--- src/rtl/instr_pkg.sv ---
// Shared definitions for the instruction encoder and decoder.
// Holds the op codes, the bit positions of every field in the 32-bit
// instruction word, and the encoder FSM state type.
package instr_pkg;

  // Op field values
  localparam logic [1:0] OP_DP  = 2'b00;  // data-processing
  localparam logic [1:0] OP_MEM = 2'b01;  // memory
  localparam logic [1:0] OP_BR  = 2'b10;  // branch
  localparam logic [1:0] OP_ILL = 2'b11;  // reserved, rejected by the encoder

  // Field LSB positions inside the instruction word
  localparam int COND_LSB     = 28;  // cond   [31:28]
  localparam int OP_LSB       = 26;  // op     [27:26]
  localparam int FUNCT_LSB    = 20;  // funct  [25:20]
  localparam int RN_LSB       = 16;  // rn     [19:16]
  localparam int RD_LSB       = 12;  // rd     [15:12]
  localparam int SRC2_LSB     = 0;   // src2   [11:0]
  localparam int BR_FUNCT_LSB = 24;  // funct[5:4] in a branch, [25:24]
  localparam int IMM24_LSB    = 0;   // imm24  [23:0]

  // Encoder FSM states
  typedef enum logic [1:0] {
    IDLE  = 2'b00,
    WRITE = 2'b01,
    HOLD  = 2'b10
  } state_t;

endpackage

--- src/rtl/instr_pack.sv ---
// Combinational instruction packer.
// Builds the 32-bit instruction word from its fields and flags the
// reserved op code.
//   cond, op, funct, rn, rd, src2, imm24 : instruction fields (inputs)
//   word    : packed 32-bit instruction (output, zero for an illegal op)
//   illegal : op is the reserved value 2'b11 (output)
module instr_pack (
  input  logic [3:0]  cond,
  input  logic [1:0]  op,
  input  logic [5:0]  funct,
  input  logic [3:0]  rn,
  input  logic [3:0]  rd,
  input  logic [11:0] src2,
  input  logic [23:0] imm24,
  output logic [31:0] word,
  output logic        illegal
);
  import instr_pkg::*;

  // Field placement by op class; a branch keeps only funct[5:4] and the offset
  always_comb begin
    word    = 32'h0000_0000;
    illegal = 1'b0;
    word[COND_LSB +: 4] = cond;
    word[OP_LSB +: 2]   = op;
    case (op)
      OP_DP, OP_MEM: begin
        word[FUNCT_LSB +: 6] = funct;
        word[RN_LSB +: 4]    = rn;
        word[RD_LSB +: 4]    = rd;
        word[SRC2_LSB +: 12] = src2;
      end
      OP_BR: begin
        word[BR_FUNCT_LSB +: 2] = funct[5:4];
        word[IMM24_LSB +: 24]   = imm24;
      end
      default: begin
        word    = 32'h0000_0000;
        illegal = 1'b1;
      end
    endcase
  end

endmodule

--- src/rtl/instr_encoder.sv ---
// Sequential instruction encoder / loader.
// Accepts field-level requests over valid/ready, packs each into a 32-bit
// word and writes it to instruction memory at consecutive addresses.
//   clk, rst_n : clock, asynchronous active-low reset
//   clr        : synchronous restart (address, count, full, done, err)
//   in_valid / in_ready / in_last : request handshake, end-of-program mark
//   cond, op, funct, rn, rd, src2, imm24 : instruction fields
//   imem_we, imem_addr, imem_wdata : memory write port
//   count : words written, full : top address written,
//   done  : last word written, err : sticky illegal-op flag
module instr_encoder #(
  parameter int unsigned       ADDR_W    = 6,
  parameter logic [ADDR_W-1:0] BASE_ADDR = '0
) (
  input  logic              clk,
  input  logic              rst_n,
  input  logic              clr,
  input  logic              in_valid,
  output logic              in_ready,
  input  logic              in_last,
  input  logic [3:0]        cond,
  input  logic [1:0]        op,
  input  logic [5:0]        funct,
  input  logic [3:0]        rn,
  input  logic [3:0]        rd,
  input  logic [11:0]       src2,
  input  logic [23:0]       imm24,
  output logic              imem_we,
  output logic [ADDR_W-1:0] imem_addr,
  output logic [31:0]       imem_wdata,
  output logic [ADDR_W:0]   count,
  output logic              full,
  output logic              done,
  output logic              err
);
  import instr_pkg::*;

  localparam logic [ADDR_W-1:0] ADDR_TOP = {ADDR_W{1'b1}};

  state_t             state_r;
  state_t             state_nxt_s;
  logic [ADDR_W-1:0]  addr_r;
  logic [ADDR_W:0]    count_r;
  logic [31:0]        wdata_r;
  logic               last_r;
  logic               full_r;
  logic               done_r;
  logic               err_r;
  logic [31:0]        word_s;
  logic               illegal_s;
  logic               xfer_s;

  instr_pack u_pack (
    .cond    (cond),
    .op      (op),
    .funct   (funct),
    .rn      (rn),
    .rd      (rd),
    .src2    (src2),
    .imm24   (imm24),
    .word    (word_s),
    .illegal (illegal_s)
  );

  // clr blocks the handshake and any write in its own cycle; both decode from
  // the state register so reset drops them asynchronously
  assign in_ready   = (state_r == IDLE) && !clr;
  assign xfer_s     = in_valid && in_ready;
  assign imem_we    = (state_r == WRITE) && !clr;
  assign imem_addr  = addr_r;
  assign imem_wdata = wdata_r;
  assign count      = count_r;
  assign full       = full_r;
  assign done       = done_r;
  assign err        = err_r;

  // FSM state register
  always_ff @(posedge clk or negedge rst_n) begin
    if (!rst_n) begin
      state_r <= IDLE;
    end else begin
      state_r <= state_nxt_s;
    end
  end

  // FSM next-state; an illegal op completes the handshake but stays in IDLE
  always_comb begin
    state_nxt_s = state_r;
    if (clr) begin
      state_nxt_s = IDLE;
    end else begin
      case (state_r)
        IDLE: begin
          if (xfer_s && !illegal_s) begin
            state_nxt_s = WRITE;
          end else begin
            state_nxt_s = IDLE;
          end
        end
        WRITE: begin
          if ((addr_r == ADDR_TOP) || last_r) begin
            state_nxt_s = HOLD;
          end else begin
            state_nxt_s = IDLE;
          end
        end
        HOLD:    state_nxt_s = HOLD;
        default: state_nxt_s = IDLE;
      endcase
    end
  end

  // Datapath: word capture, address/count advance, status flags
  always_ff @(posedge clk or negedge rst_n) begin
    if (!rst_n) begin
      addr_r  <= BASE_ADDR;
      count_r <= '0;
      wdata_r <= 32'h0000_0000;
      last_r  <= 1'b0;
      full_r  <= 1'b0;
      done_r  <= 1'b0;
      err_r   <= 1'b0;
    end else if (clr) begin
      addr_r  <= BASE_ADDR;
      count_r <= '0;
      last_r  <= 1'b0;
      full_r  <= 1'b0;
      done_r  <= 1'b0;
      err_r   <= 1'b0;
    end else begin
      if (xfer_s) begin
        if (illegal_s) begin
          err_r <= 1'b1;
        end else begin
          wdata_r <= word_s;
          last_r  <= in_last;
        end
      end
      if (imem_we) begin
        count_r <= count_r + (ADDR_W + 1)'(1'b1);
        // the top address is held rather than wrapped; HOLD stops further writes
        if (addr_r == ADDR_TOP) begin
          full_r <= 1'b1;
        end else begin
          addr_r <= addr_r + ADDR_W'(1'b1);
        end
        if (last_r) begin
          done_r <= 1'b1;
        end
      end
    end
  end

endmodule

--- config.mk ---
export PLATFORM = sky130hd
export DESIGN_NAME = instr_encoder
export DESIGN_NICKNAME = d
export VERILOG_FILES = /design/src/rtl/instr_pkg.sv /design/src/rtl/instr_pack.sv /design/src/rtl/instr_encoder.sv
export SDC_FILE = /design/constraint.sdc
export NUM_CORES = 1
export LEC_CHECK = 0
export ABC_AREA = 1
export CORE_ASPECT_RATIO = 1.1
export CORE_UTILIZATION = 45
export DETAILED_ROUTE_END_ITERATION = 12
export GPL_TIMING_DRIVEN = 0
export PLACE_DENSITY = 0.85
export REMOVE_ABC_BUFFERS = 1
export SLEW_MARGIN = 30
export SYNTH_ARGS = -nofsm -noshare
export SYNTH_HDL_FRONTEND = slang
export SYNTH_SLANG_ARGS = --single-unit
--- constraint.sdc ---
create_clock -name clk -period 2.2 [get_ports clk]
set_input_delay 0.22 -clock clk [delete_from_list [all_inputs] [get_ports clk]]
set_output_delay 0.22 -clock clk [all_outputs]
set_load 0.005 [all_outputs]
==> metrics.yaml, run 1 <==
die:
  die_w_um: 73.6
  start_util_pct: 47.0
  die_h_um: 80.8
  dieArea_um2: 5940
  coreArea_um2: 5400
  rows: 28
  io_pins: 111
sta:
  max_freq_mhz: 506
  finalHoldViolations: 0
  setup_viol: 0
  finalSetupTns_ns: 0
  slew_violations: 0
  worst_slew_pin_slew_ns: 0.736
  fin_crit_ns: 1.98
  worst_slack_ns: 0.222
  slew_headroom_pct: 50.9
  skew_ns: 0.00703
  rsz0062_at_grt: "no"
  period_share_pct: 89.9
synthesis:
  synth_cell_types: 22
  syn_area_per_cell_um2: 7.46
  synth_top_area_cell: "dfrtp_1"
  netlist_instances: 340
  syn-cell-area_um2: 2540
  netlist_top_cells_area: "dfrtp_1 (50%), nand2_1 (20%), nand3_1 (6.9%)"
  netlist.area_leader.share_pct: 50.3
  ys_warn_count: 0
  synth_seq_cells: 51
  ys_seq_area_share_pct: 50.3
worst_setup_path:
  max_stage_delay_ns: 0.54
  worst-endpoint-arrival_ns: 1.76
  critical_path.cell_chain: "inv_1 -> nand2_1 -> nor2_2 -> clkdlybuf4s50_1"
  crit_type: "flop to output port"
  required_ns: 1.98
  cp_slowest_cell: "clkdlybuf4s50_1"
  cp_max_fo: 5
  crit_path_start_kind: "flop"
  crit_path_end_kind: "output port"
cts:
  cts_tree: "done"
  clk_pin_slew_ns: 0.09
  cts_buffers: 5
  clock_latency_ns: 0.30
  root_buffer: "clkbuf_8"
  htreeDepth: 2
  clockBufferDepth: 2
  cts_setup_buffers: 0
  clock_sinks: 51
power_and_ir_drop:
  power.clock.fraction_pct: 28.2
  leakage_nw: 1.88
  irDropWorstVdd_uv: 444
  combPwrFrac_pct: 24.8
  power_switching_share_pct: 25.4
  p_per_area_nw_per_um2: 630
  cellInternalPower_mw: 1.78
  seqPwrFrac_pct: 47.0
  switching_power_mw: 0.607
placement:
  io_buffers: 110
  place_ws_ns: -0.245
  postPlaceCellArea_um2: 3650
  dp_hpwl_um: 4440
  routabilityCongestion: 0.863
  dp_cells: 511
drt:
  drt_wl_total_um: 6090
  antenna_left: 0
  drc_errors: 0
  vias: 2461
  drtIter0Drc: 97
  drtPass1Iterations: 4
  vias_per_cell: 4.73
  avgRoutedWirePerCell_um: 11.7
job:
  cap_violations: 0
global_routing:
  grt_antenna_before_repair: 0
  grt_pass1_vias: 2303
  grt_pass1_wl_um: 10400
  grt_overflow: 0
  grt_max_degree: 52
  grt_use_total_pct: 22.8
finish:
  mostFrequentLayoutCells: "nand2_1 (133), clkdlybuf4s50_1 (108), dfrtp_1 (51)"
  antenna_cells: 0
  drive_gt1_share_pct: 3.15
  fin_area_um2: 3780
  areaGrowthSynthToFinish_pct: 49.2
  finalNonFillerCells: 520
  fillers: 449
  fin_nets: 507
  final_common_cell: "nand2_1"
outcome:
  outcome: "complete, no violations"
min_path:
  hold_path_class: "input port to flop"
==> worst max-delay path, delay by kind of cell (launching register included) <==
kind / cells / cell delay [ns]
simple gates: 2 / 0.39
flops: 1 / 0.39
buf+inv: 2 / 0.69
==> logic make-up (layout without fill, tap and decap cells) <==
group	count (synthesis)	after routing	share of synthesized area [%]
buffers and inverters	59	164	9.52
adders and majority gates	2	2	0.986
and+or+nand+nor	193	193	31.9
DFF	51	51	50.3
AOI/OAI and AO/OA	35	35	7.35
==> Yosys cell counts <==
library cell / number
nand2_1: 133
dfrtp_1: 51
inv_1: 44
nand3_1: 35
o21ai_0: 29
nor2_1: 15
buf_2: 7
clkbuf_1: 4
nor3_1: 4
buf_4: 3
a21oi_1: 2
ha_1: 2
nand4_1: 2
a211oi_1: 1
a22o_1: 1
and2_1: 1
inv_2: 1
nand4_4: 1
nor2_2: 1
nor2_4: 1
o211ai_1: 1
o21bai_1: 1
==> through the flow <==
step	hold WS, ns	total power [mW]	util, %
global placement	0.462	1.72	67.8
floorplan	-0.0756	1.30	-
detailed placement	0.290	1.73	67.7
finish	0.439	2.39	70.2
global route	0.433	2.52	70.2
CTS	0.429	2.41	70.1
==> state kept, by name (all words and copies together) (netlist names) <==
name        cells
imem_wdata     32
state_r         2
full            1
last_r          1
imem_addr       6
count           7
done            1
err             1
==> power by group through the flow <==
stage | combinational, mW | clock [mW] | sequential, mW
floorplan | 0.162 | 0 | 1.14
global placement | 0.587 | 0 | 1.13
detailed placement | 0.596 | 0 | 1.13
CTS | 0.600 | 0.689 | 1.12
global route | 0.662 | 0.723 | 1.14
finish | 0.593 | 0.672 | 1.12
==> final cells by class <==
cell class / instances / area [um2] / share of cell area (%)
clock inverters: 2 / 35.0 / 0.926
clock buffers: 6 / 82.6 / 2.18
well taps: 75 / 93.8 / 2.48
flip-flops and latches: 51 / 1280 / 33.7
multi-input cells: 230 / 1020 / 26.9
repair buffers: 111 / 1110 / 29.2
inverters: 45 / 171 / 4.53
==> timing repair <==
item	4_1_cts	5_1_grt
hold endpoints to repair	51	0
gates resized for setup	0	3
endpoints found under the setup margin	0	31
hold buffers	1	0
==> path summary, 6_finish.rpt <==
path,from,end,slack [ns],cells after the start
hold / removal,funct[4],imem_wdata[24]$_DFFE_PN0P_,0.44,3
hold reg to reg,imem_wdata[11]$_DFFE_PN0P_,imem_wdata[11]$_DFFE_PN0P_,0.48,2
min in group asynchronous,rst_n,count[3]$_DFFE_PN0P_,0.48,2
setup / recovery,state_r[1]$_DFF_PN0_,imem_we,0.22,4
setup reg to reg,state_r[1]$_DFF_PN0_,imem_wdata[7]$_DFFE_PN0P_,0.47,5
max in group asynchronous,rst_n,count[2]$_DFFE_PN0P_,1.30,2
==> per-layer routing <==
metal / track usage, % / share of wire (%) / vias to the layer above / routed length (um)
li1: - / - / 1255 / -
met1: 28.1 / 42 / 1109 / 2580
met2: 37.8 / 48 / 91 / 2910
met3: 7.82 / 8.6 / 6 / 523
met4: 6.35 / 1.1 / 0 / 70
met5: 0 / 0 / - / 0
Note: power is estimated with default switching activity, not from simulation.
==> run 2: changes to the inputs <==
--- a/config.mk
+++ b/config.mk
@@ -6,6 +6,7 @@
 export NUM_CORES = 1
 export LEC_CHECK = 0
 export ABC_AREA = 1
+export CAP_MARGIN = 15
 export CORE_ASPECT_RATIO = 1.1
 export CORE_UTILIZATION = 45
 export DETAILED_ROUTE_END_ITERATION = 12
==> results of run 2 <==
The final DEF is identical to that of run 1; final timing and power are the same.
